**src/rtl/interrupt_request_array_if.sv**
```systemverilog
// interrupt_request_array_if: request/config inputs and pending-request outputs of the IRR.
//  master (control side): drives pins, polarity/mode config, freeze, clear, software requests.
//  slave (IRR side): returns interrupt_request_register and interrupt_pending.
interface interrupt_request_array_if #(parameter int NUM_IRQ = 8);
  logic [NUM_IRQ-1:0] interrupt_request_pin;
  logic [NUM_IRQ-1:0] active_low_config;
  logic [NUM_IRQ-1:0] level_triggered_config;
  logic               freeze;
  logic [NUM_IRQ-1:0] clear_interrupt_request;
  logic [NUM_IRQ-1:0] software_request;
  logic [NUM_IRQ-1:0] interrupt_request_register;
  logic               interrupt_pending;
  modport master (
    output interrupt_request_pin, active_low_config, level_triggered_config,
           freeze, clear_interrupt_request, software_request,
    input  interrupt_request_register, interrupt_pending
  );
  modport slave (
    input  interrupt_request_pin, active_low_config, level_triggered_config,
           freeze, clear_interrupt_request, software_request,
    output interrupt_request_register, interrupt_pending
  );
endinterface

```
**src/rtl/interrupt_request_array.sv**
```systemverilog
// interrupt_request_array: synchronised, glitch-filtered, polarity/mode-configurable interrupt request register.
//  clock, reset (sync, active-high); bus (slave): pins/config/freeze/clear/software in, IRR/pending out.
module interrupt_request_array #(
  parameter int NUM_IRQ       = 8,
  parameter int SYNC_STAGES   = 2,
  parameter int FILTER_CYCLES = 3
) (
  input logic                      clock,
  input logic                      reset,
  interrupt_request_array_if.slave bus
);
  logic [NUM_IRQ-1:0] sync_last, synced, filtered;
  logic [NUM_IRQ-1:0] arm_q, arm_d, soft_q, soft_d, irr_q, irr_d;
  logic [NUM_IRQ-1:0] clr, lvl;
  assign clr = bus.clear_interrupt_request;
  assign lvl = bus.level_triggered_config;
  generate
    if (SYNC_STAGES == 0) begin : g_nosync
      assign sync_last = bus.interrupt_request_pin;
    end else begin : g_sync
      logic [NUM_IRQ-1:0] sync_q [SYNC_STAGES];
      logic [NUM_IRQ-1:0] sync_d [SYNC_STAGES];
      always_comb begin
        sync_d[0] = bus.interrupt_request_pin;
        for (int k = 1; k < SYNC_STAGES; k++) sync_d[k] = sync_q[k-1];
      end
      always_ff @(posedge clock)
        for (int k = 0; k < SYNC_STAGES; k++) sync_q[k] <= reset ? '0 : sync_d[k];
      assign sync_last = sync_q[SYNC_STAGES-1];
    end
  endgenerate
  // polarity is applied after the chain so the flops always see the raw pin
  assign synced = sync_last ^ bus.active_low_config;
  generate
    if (FILTER_CYCLES == 0) begin : g_nofilt
      assign filtered = synced;
    end else begin : g_filt
      localparam int CW = $clog2(FILTER_CYCLES + 1);
      localparam logic [CW-1:0] LAST = CW'(FILTER_CYCLES - 1);
      logic [CW-1:0]      cnt_q [NUM_IRQ];
      logic [CW-1:0]      cnt_d [NUM_IRQ];
      logic [NUM_IRQ-1:0] filt_q, filt_d;
      // a disagreement must persist FILTER_CYCLES consecutive cycles before the level is accepted
      always_comb begin
        filt_d = filt_q;
        for (int i = 0; i < NUM_IRQ; i++) begin
          cnt_d[i]  = (synced[i] == filt_q[i] || cnt_q[i] == LAST) ? '0 : cnt_q[i] + CW'(1);
          filt_d[i] = (synced[i] != filt_q[i] && cnt_q[i] == LAST) ? synced[i] : filt_q[i];
        end
      end
      always_ff @(posedge clock) begin
        filt_q <= reset ? '0 : filt_d;
        for (int i = 0; i < NUM_IRQ; i++) cnt_q[i] <= reset ? '0 : cnt_d[i];
      end
      assign filtered = filt_q;
    end
  endgenerate
  // arm re-sets only while the line is low, so a clear during a held-high line blocks recapture
  always_comb begin
    arm_d  = ~clr & (arm_q | ~filtered);
    soft_d = ~clr & (soft_q | bus.software_request);
    irr_d  = ~clr & (bus.freeze ? irr_q
                                : (lvl & (filtered | soft_q)) | (~lvl & (irr_q | (arm_q & filtered) | soft_q)));
  end
  always_ff @(posedge clock) begin
    if (reset) begin
      arm_q  <= '0;
      soft_q <= '0;
      irr_q  <= '0;
    end else begin
      arm_q  <= arm_d;
      soft_q <= soft_d;
      irr_q  <= irr_d;
    end
  end
  assign bus.interrupt_request_register = irr_q;
  assign bus.interrupt_pending          = |irr_q;
endmodule

```
**src/flat_wrapper.sv**
```systemverilog
// flat-port wrapper written by rule: the top's interface ports become plain ports
module interrupt_request_array_flat 
#(
  parameter int NUM_IRQ       = 8,
  parameter int SYNC_STAGES   = 2,
  parameter int FILTER_CYCLES = 3
)
  (clock, reset, bus_interrupt_request_pin, bus_active_low_config, bus_level_triggered_config, bus_freeze, bus_clear_interrupt_request, bus_software_request, bus_interrupt_request_register, bus_interrupt_pending);
  interrupt_request_array_if #(.NUM_IRQ(NUM_IRQ)) bus_i ();
  input logic clock;
  input logic reset;
  input wire logic [$bits(bus_i.interrupt_request_pin)-1:0] bus_interrupt_request_pin;
  input wire logic [$bits(bus_i.active_low_config)-1:0] bus_active_low_config;
  input wire logic [$bits(bus_i.level_triggered_config)-1:0] bus_level_triggered_config;
  input wire logic [$bits(bus_i.freeze)-1:0] bus_freeze;
  input wire logic [$bits(bus_i.clear_interrupt_request)-1:0] bus_clear_interrupt_request;
  input wire logic [$bits(bus_i.software_request)-1:0] bus_software_request;
  output wire logic [$bits(bus_i.interrupt_request_register)-1:0] bus_interrupt_request_register;
  output wire logic [$bits(bus_i.interrupt_pending)-1:0] bus_interrupt_pending;
  assign bus_i.interrupt_request_pin = bus_interrupt_request_pin;
  assign bus_i.active_low_config = bus_active_low_config;
  assign bus_i.level_triggered_config = bus_level_triggered_config;
  assign bus_i.freeze = bus_freeze;
  assign bus_i.clear_interrupt_request = bus_clear_interrupt_request;
  assign bus_i.software_request = bus_software_request;
  assign bus_interrupt_request_register = bus_i.interrupt_request_register;
  assign bus_interrupt_pending = bus_i.interrupt_pending;
  interrupt_request_array #(.NUM_IRQ(NUM_IRQ), .SYNC_STAGES(SYNC_STAGES), .FILTER_CYCLES(FILTER_CYCLES)) u_core (.clock(clock), .reset(reset), .bus(bus_i));
endmodule
```
**config.mk**
```make
export PLATFORM = sky130hd
export DESIGN_NAME = interrupt_request_array_flat
export DESIGN_NICKNAME = d
export VERILOG_FILES = /design/src/rtl/interrupt_request_array_if.sv /design/src/rtl/interrupt_request_array.sv /design/src/flat_wrapper.sv
export SDC_FILE = /design/constraint.sdc
export NUM_CORES = 1
export LEC_CHECK = 0
export CORE_MARGIN = 1
export CORE_UTILIZATION = 30
export DETAILED_ROUTE_END_ITERATION = 8
export DONT_BUFFER_PORTS = 1
export GPL_ROUTABILITY_DRIVEN = 0
export SYNTH_ARGS = -nofsm -noshare
export SYNTH_HDL_FRONTEND = slang
export SYNTH_SLANG_ARGS = --single-unit
```
**constraint.sdc**
```tcl
create_clock -name clock -period 3.5 [get_ports clock]
set_clock_uncertainty 0.05 [all_clocks]
set_input_delay 0 -clock clock [delete_from_list [all_inputs] [get_ports clock]]
set_output_delay 0 -clock clock [all_outputs]
set_load 0.02 [all_outputs]
```
* Yosys cells after proc, flatten, opt, wreduce, memory -nomap -nowiden
Memory sizes are Yosys's and may differ from the RTL's. Cells that the tools add are included.
Storage, ports and cells: RAM bits 32, word-level logic and storage cells 97, memories kept 2, flip-flop bits (word level) 32
Operators by class: $add $sub $neg 8, muxes and demuxes 19, bitwise logic cells 16, reduce and logical (&&, ||, !) cells 17, equal/unequal tests 24
Memory list:
- u_core.g_filt.cnt_q | words 8, width 2, rd ports 8, clocked after memory_dff 0, write ports 8, RTL line interrupt_request_array.sv:40 | logic [CW-1:0] cnt_q [NUM_IRQ];
- u_core.g_sync.sync_q | words 2, width 8, rd ports 2, clocked after memory_dff 0, write ports 2, RTL line interrupt_request_array.sv:21 | logic [NUM_IRQ-1:0] sync_q [SYNC_STAGES];
Operators with widths (number):
- AND 8 bit | 6
- bitwise OR 8 bit | 6
- two-way mux 2 bit | 16
- two-way mux 8 bit | 3
- inverter 8 bit | 3
- adder 2 x 1 -> 2 bit, second input constant | 8
- equality test 2 bit, second input constant | 8
- equality test 1 bit | 8
- logical AND 1 bit | 8
- logical OR 1 bit | 8
- inequality test 1 bit | 8
- OR reduction 8 bit | 1
- XOR 8 bit | 1

* Logic depth before layout (Yosys ltp)
Gate-level depths: netlist of the first run.
depth in word-level cells 7, mapped depth 4, mapped depth without buffers 4

* Worst setup path before layout of the first run
OpenSTA, ideal clock, no wires.
path kind register to register, start point reg u_core.g_filt.filt_q[0] (netlist: u_core.filtered[0]), end point mem u_core.g_filt.cnt_q[0][0] (netlist bit), setup slack 2.282 ns, library setup time 0.065 ns, cell stages (with the launch flop) 4, buffers on the path 0, clock period less this slack 1.218 ns, arrival 1.104 ns, cells stage by stage dfxtp_1 xnor3_1 or3_1 nor2_1
RTL lines:
- from (decl) | RTL line interrupt_request_array.sv:42 | logic [NUM_IRQ-1:0] filt_q, filt_d;
- from (signal assigned) | RTL line interrupt_request_array.sv:52 | filt_q <= reset ? '0 : filt_d;
- to (decl) | RTL line interrupt_request_array.sv:40

* Worst setup path in the final report of the first run
start point in bus_freeze, end point reg u_core.irr_q[3] (netlist: u_core.bus.interrupt_request_register[3])
On the way: word-level cells in the longest chain between the ends 2
RTL lines:
- from (decl) | RTL line flat_wrapper.sv:15 | input wire logic [$bits(bus_i.freeze)-1:0] bus_freeze;
- two-way mux 8 bit | RTL line interrupt_request_array.sv:62 | irr_d = ~clr & (bus.freeze ? irr_q
- AND 8 bit | RTL line interrupt_request_array.sv:62
- to (signal assigned) | RTL line interrupt_request_array.sv:73 | irr_q <= irr_d;
- to (decl) | RTL line interrupt_request_array.sv:13 | logic [NUM_IRQ-1:0] arm_q, arm_d, soft_q, soft_d, irr_q, irr_d;
Every way passes these cells. A chain may end at the register's enable or synchronous reset.

==> results of run 1 <==
## logic make-up after synthesis
family	after synthesis	synth area share
AO/OA/AOI/OAI	40	0.1246
XOR/XNOR	16	0.1029
adder cells (fa/ha/maj)	8	0.04118
buffers and inverters	31	0.04941
flip-flops	64	0.5270
AND/OR/NAND/NOR	75	0.1549
## final timing paths
| path | start | endpoint | slack [ns] |
|---|---|---|---|
| min | reset | u_core.arm_q[3] | 0.24 |
| max | bus_freeze | u_core.bus.interrupt_request_register[3] | 1.68 |
| min reg2reg | u_core.g_filt.cnt_q[0][0] | u_core.g_filt.cnt_q[0][0] | 0.36 |
| max reg2reg | u_core.bus.interrupt_request_register[7] | u_core.bus.interrupt_request_register[7] | 1.72 |
## per-stage QoR
stage               power (uW)  std cells  hold slack (ns)    util
floorplan                923.1        234          0.02276       -
global placement         927.4        329          0.02392  0.3255
detailed placement       932.2        329          0.02517  0.3255
CTS                       1710        391           0.2084  0.4158
global route              1782        391           0.2140  0.4158
finish                    1680        391           0.2359  0.4158
## cells in the mapped netlist
master / number / share of area
a2111oi_0: 6 / 0.022
a2111oi_2: 2 / 0.012
a211oi_1: 16 / 0.049
buf_2: 3 / 0.0062
clkbuf_1: 4 / 0.0062
dfxtp_1: 64 / 0.53
ha_1: 8 / 0.041
inv_1: 24 / 0.037
nand2_1: 1 / 0.0015
nor2_1: 32 / 0.049
nor2b_1: 16 / 0.041
nor3_1: 8 / 0.016
nor4_1: 10 / 0.026
o21ai_0: 8 / 0.016
o21bai_1: 8 / 0.025
or3_1: 8 / 0.021
xnor2_1: 8 / 0.029
xnor3_1: 8 / 0.074
## flip-flops by register name, summed over array words and instances (netlist names)
name                                   cells
u_core.g_filt.cnt_q                       16
u_core.g_sync.sync_q                      16
u_core.arm_q                               8
u_core.bus.interrupt_request_register      8
u_core.filtered                            8
u_core.soft_q                              8
## area by class of cell
class,count,area [um^2]
Sequential cell,64,1281
Fill cell,773,4538
Inverter,24,90.09
Clock inverter,3,65.06
Clock buffer,12,155.1
Multi-Input combinational cell,139,1030
Tap cell,102,127.6
Timing Repair Buffer,47,480.5
## power by group through the flow
stage | Sequential (uW) | Combinational [uW] | Clock, uW
floorplan | 812 | 111 | 0
global placement | 817 | 110 | 0
detailed placement | 819 | 113 | 0
CTS | 802 | 176 | 732
global route | 807 | 197 | 777
finish | 802 | 174 | 704
## layer usage
metal	part of all wire	wire [um]	global-route usage	vias to the layer above
li1	-	-	-	905
met1	0.45	2272	0.1586	814
met2	0.47	2347	0.2046	46
met3	0.062	312	0.05390	7
met4	0.013	67	0.06641	0
met5	0	0	0	-
==> metrics.yaml, run 1 <==
run_status:
  status: "completed"
clocking:
  clock_sinks: 64
  cts-resized-gates: 0
  htreeDepth: 3
  clk_pin_slew_ns: 0.07
  worstSkewPairLatency_ns: 0.33
  cts_made_buffers: 9
  postCtsSetupRepairBufs: 0
  tritoncts: "done"
  clockBufferDepth: 2
  cts_hold_buf: 47
  ctsRootBufferMaster: "clkbuf_8"
hold_path:
  hold_class: "input pin to register"
  hold_depth: 2
setup_path:
  cpMostUsedCell: "dlygate4sd3_1"
  r2r_cells: 3
  worstSetupPathDepth: 4
  cp-start-kind: "input pin"
  crit_slowest_cell: "dlygate4sd3_1"
  worstPathMaxFanout: 14
  cp.arrival_ns: 2.05
  worstPathRequired_ns: 3.73
  worstPathCellList: "dlygate4sd3_1 > o21ai_0 > a2111oi_2 > dlygate4sd3_1"
  crit_type: "input pin to register"
  critPathTopFamily: "buffers and inverters"
  end_kind: "register"
  cp.buffers_inverters: 2
  critPathMaxStageDelay_ns: 0.92
timing:
  finalSetupTns_ns: 0
  finalSetupViolations: 0
  finalMaxSlewViolations: 0
  max_freq_ghz: 0.5496
  relSlewSlack: 0.6003
  layout_worst_path_cycle_share: 0.5199
  hold_viol_final: 0
  layout_min_cycle_time_ns: 1.820
  rsz0062_at_grt: "false"
  fin_ws_ns: 1.680
  tightest_slew_ns: 0.5976
route:
  drt.antenna.violating_nets: 0
  via_count: 1772
  wl_um: 5000
  wire_per_inst_um: 12.79
  drc: 0
  drt-initial-drc-count: 27
  avgViaCountPerCell: 4.532
  drtPass1Iterations: 4
final_layout:
  finalNetCount: 336
  postLayoutCellArea_mm2: 0.003229
  layout-drive-gt1-share: 0.05882
  area_growth_pct: 32.84
  layout_commonest_cell: "dfxtp_1"
  final_cell_mix: "dfxtp_1 (64), dlygate4sd3_1 (46), nor2_1 (32)"
  diodes: 0
pwr:
  ir_drop_mv: 0.2102
  comb_power_share: 0.103
  clkPwrFrac: 0.419
  power_switching_uw: 365.7
  p_per_area_mw_per_mm2: 520.2
  p_int_uw: 1314
  pwr-share-seq: 0.478
  p_leak_uw: 0.001326
  p_sw_frac: 0.2177
yosys:
  yosysWarnings: 0
  seq_area_frac_synth: 0.5270
  synth_fp_nets: 285
  synth_cells: 234
  synth_area_mm2: 0.002431
  ys_ff_latch: 64
  syn_avg_cell_area_um2: 10.39
  synth.distinct_cells: 18
floorplanning:
  rows: 32
  start_util: 0.3130
  fp.dieW_um: 92.02
  core-area_mm2: 0.007767
  die_h_um: 92.02
  num_io_pins: 52
  die-area_mm2: 0.008468
placement:
  dp_hpwl_um: 3046
  place_area_mm2: 0.002529
  port_buffers: 0
  pre_cts_ws_ns: 2.193
grt:
  grt_pass1_wl_um: 8383
  track_usage: 0.1325
  gr-total-overflow: 0
  antenna_found_initial: 0
  first_global_vias: 1738
  grt_max_degree: 53
flow_run:
  cap_violations: 0
Note: power is estimated with default switching activity, not from simulation.
==> run 2: changes to the inputs <==
--- a/config.mk
+++ b/config.mk
@@ -5,6 +5,7 @@
 export SDC_FILE = /design/constraint.sdc
 export NUM_CORES = 1
 export LEC_CHECK = 0
+export ABC_AREA = 1
 export CORE_MARGIN = 1
 export CORE_UTILIZATION = 30
 export DETAILED_ROUTE_END_ITERATION = 8
==> constraint.sdc (replaced) <==
create_clock -name clock -period 1.8 [get_ports clock]
set_clock_uncertainty 0.05 [all_clocks]
set_input_delay 0 -clock clock [delete_from_list [all_inputs] [get_ports clock]]
set_output_delay 0 -clock clock [all_outputs]
set_load 0.02 [all_outputs]
==> metrics.yaml, run 2 <==
run_status:
  status: "finished with violations"
  violations: "hold timing"
floorplanning:
  die_h_um: 93.26
  core-area_mm2: 0.007888
  fp.dieW_um: 93.26
  num_io_pins: 52
  rows: 32
  start_util: 0.3168
  die-area_mm2: 0.008697
grt:
  first_global_vias: 2043
  gr-total-overflow: 0
  antenna_found_initial: 0
  grt_max_degree: 33
  grt_pass1_wl_um: 8556
  track_usage: 0.1334
yosys:
  ys_async_sr_fraction: 0
  ys_ff_latch: 64
  seq_area_frac_synth: 0.5128
  synth_cells: 337
  syn_avg_cell_area_um2: 7.414
  synth_fp_nets: 388
  synthFlopType: "dfxtp_1"
  synth.distinct_cells: 14
  synth_area_mm2: 0.002499
  yosysTopAreaCell: "dfxtp_1"
  synth.most_common_cell: "nand2_1"
  synth_top_area_share: 0.5128
  synth_area_leaders: "dfxtp_1 (51%), nand2_1 (12%), nor2_1 (11%)"
  yosysWarnings: 0
  synth_common_cells: "nand2_1 (81), nor2_1 (72), dfxtp_1 (64)"
  synth-edff-count: 0
clocking:
  tritoncts: "done"
  postCtsSetupRepairBufs: 0
  clock_sinks: 64
  clockBufferDepth: 2
  clk_pin_slew_ns: 0.06
  htreeDepth: 3
  ctsRootBufferMaster: "clkbuf_8"
  cts_made_buffers: 9
  worstSkewPairLatency_ns: 0.33
timing:
  finalSetupViolations: 0
  max_freq_ghz: 0.6540
  holdWs_ns: -0.01137
  rsz0062_at_grt: "false"
  layout_worst_path_cycle_share: 0.8495
  hold_viol_final: 7
  layout_min_cycle_time_ns: 1.529
  finalMaxSlewViolations: 0
  finalSetupTns_ns: 0
  fin_ws_ns: 0.2709
  relSlewSlack: 0.5869
  tightest_slew_ns: 0.6189
route:
  avgViaCountPerCell: 4.222
  drt-initial-drc-count: 79
  wire_per_inst_um: 10.16
  wl_um: 5123
  drc: 0
  via_count: 2128
  drt.antenna.violating_nets: 0
  drtPass1Iterations: 5
final_layout:
  layout_commonest_cell: "nand2_1"
  final_cells: 504
  top_regs: "u_core.g_filt.cnt_q (16), u_core.g_sync.sync_q (16)"
  fillCellCount: 807
  finalNetCount: 448
  final_cell_mix: "nand2_1 (81), nor2_1 (72), dfxtp_1 (64)"
  area_growth_pct: 33.95
  diodes: 0
  layout-drive-gt1-share: 0.06965
placement:
  dp_cells: 435
  dp_hpwl_um: 3352
  pre_cts_ws_ns: 0.5904
  port_buffers: 0
pwr:
  p_per_area_mw_per_mm2: 929.7
  p_leak_uw: 0.001591
  ir_drop_mv: 0.5652
  p_total_uw: 3112
setup_path:
  cp.arrival_ns: 1.76
  crit_type: "input pin to register"
  worstPathRequired_ns: 2.03
  cp-start-kind: "input pin"
  end_kind: "register"
  worstPathMaxFanout: 32
hold_path:
  hold_class: "input pin to register"
flow_run:
  cap_violations: 0
[run 2: where the power goes]
part	switching [uW]	internal (uW)
sequential	35.7	1480
combinational	139	145
clock	518	790
total	693	2420
[run 2: cell type report]
cell class | count | area, um^2 | area share
Sequential cell | 64 | 1281 | 0.3828
Multi-Input combinational cell | 211 | 962.2 | 0.2875
Timing Repair Buffer | 53 | 540.5 | 0.1615
Inverter | 58 | 217.7 | 0.06505
Clock buffer | 14 | 182.7 | 0.05458
Tap cell | 102 | 127.6 | 0.03813
Clock inverter | 2 | 35.03 | 0.01047
[run 2: final timing paths]
check / cells after the start / slack [ns] / end / startpoint
hold reg to reg: 2 / 0.35 / u_core.g_sync.sync_q[0][14] / u_core.g_sync.sync_q[0][6]
setup reg to reg: 5 / 0.41 / u_core.bus.interrupt_request_register[5] / u_core.filtered[5]
setup / recovery: 5 / 0.27 / u_core.bus.interrupt_request_register[5] / reset
hold / removal: 3 / -0.01 / u_core.filtered[1] / reset
[run 2: logic make-up (layout without fill, tap and decap cells)]
family,Yosys count,in the layout,share of synthesized area
compound gates,16,16,0.03806
fa+ha+maj,8,8,0.04006
buf+inv,62,127,0.1022
flops,64,64,0.5128
simple gates,187,187,0.3070
[run 2: worst max-delay path, stage by stage]
cell and delay [ns]:
dlygate4sd3_1 0.57, buf_12 0.19, or2_2 0.32, a21oi_1 0.12, dlygate4sd3_1 0.55
[run 2: per-stage QoR]
step,area [um^2],util
2_1_floorplan,2499,-
3_3_place_gp,2589,0.3282
3_5_place_dp,2589,0.3282
4_1_cts,3347,0.4243
5_1_grt,3347,0.4243
6_report,3347,0.4243
[run 2: metal layers]
metal	up-vias	global-route usage	routed length, um
met4	0	0.06154	52
met3	5	0.05772	308
li1	1132	-	-
met2	48	0.2292	2454
met1	943	0.1404	2308
met5	-	0	0
[run 2: timing repair]
action                    4_1_cts  5_1_grt
gates resized for setup         0        0
hold buffers                   53        0
hold endpoints to repair       64        0
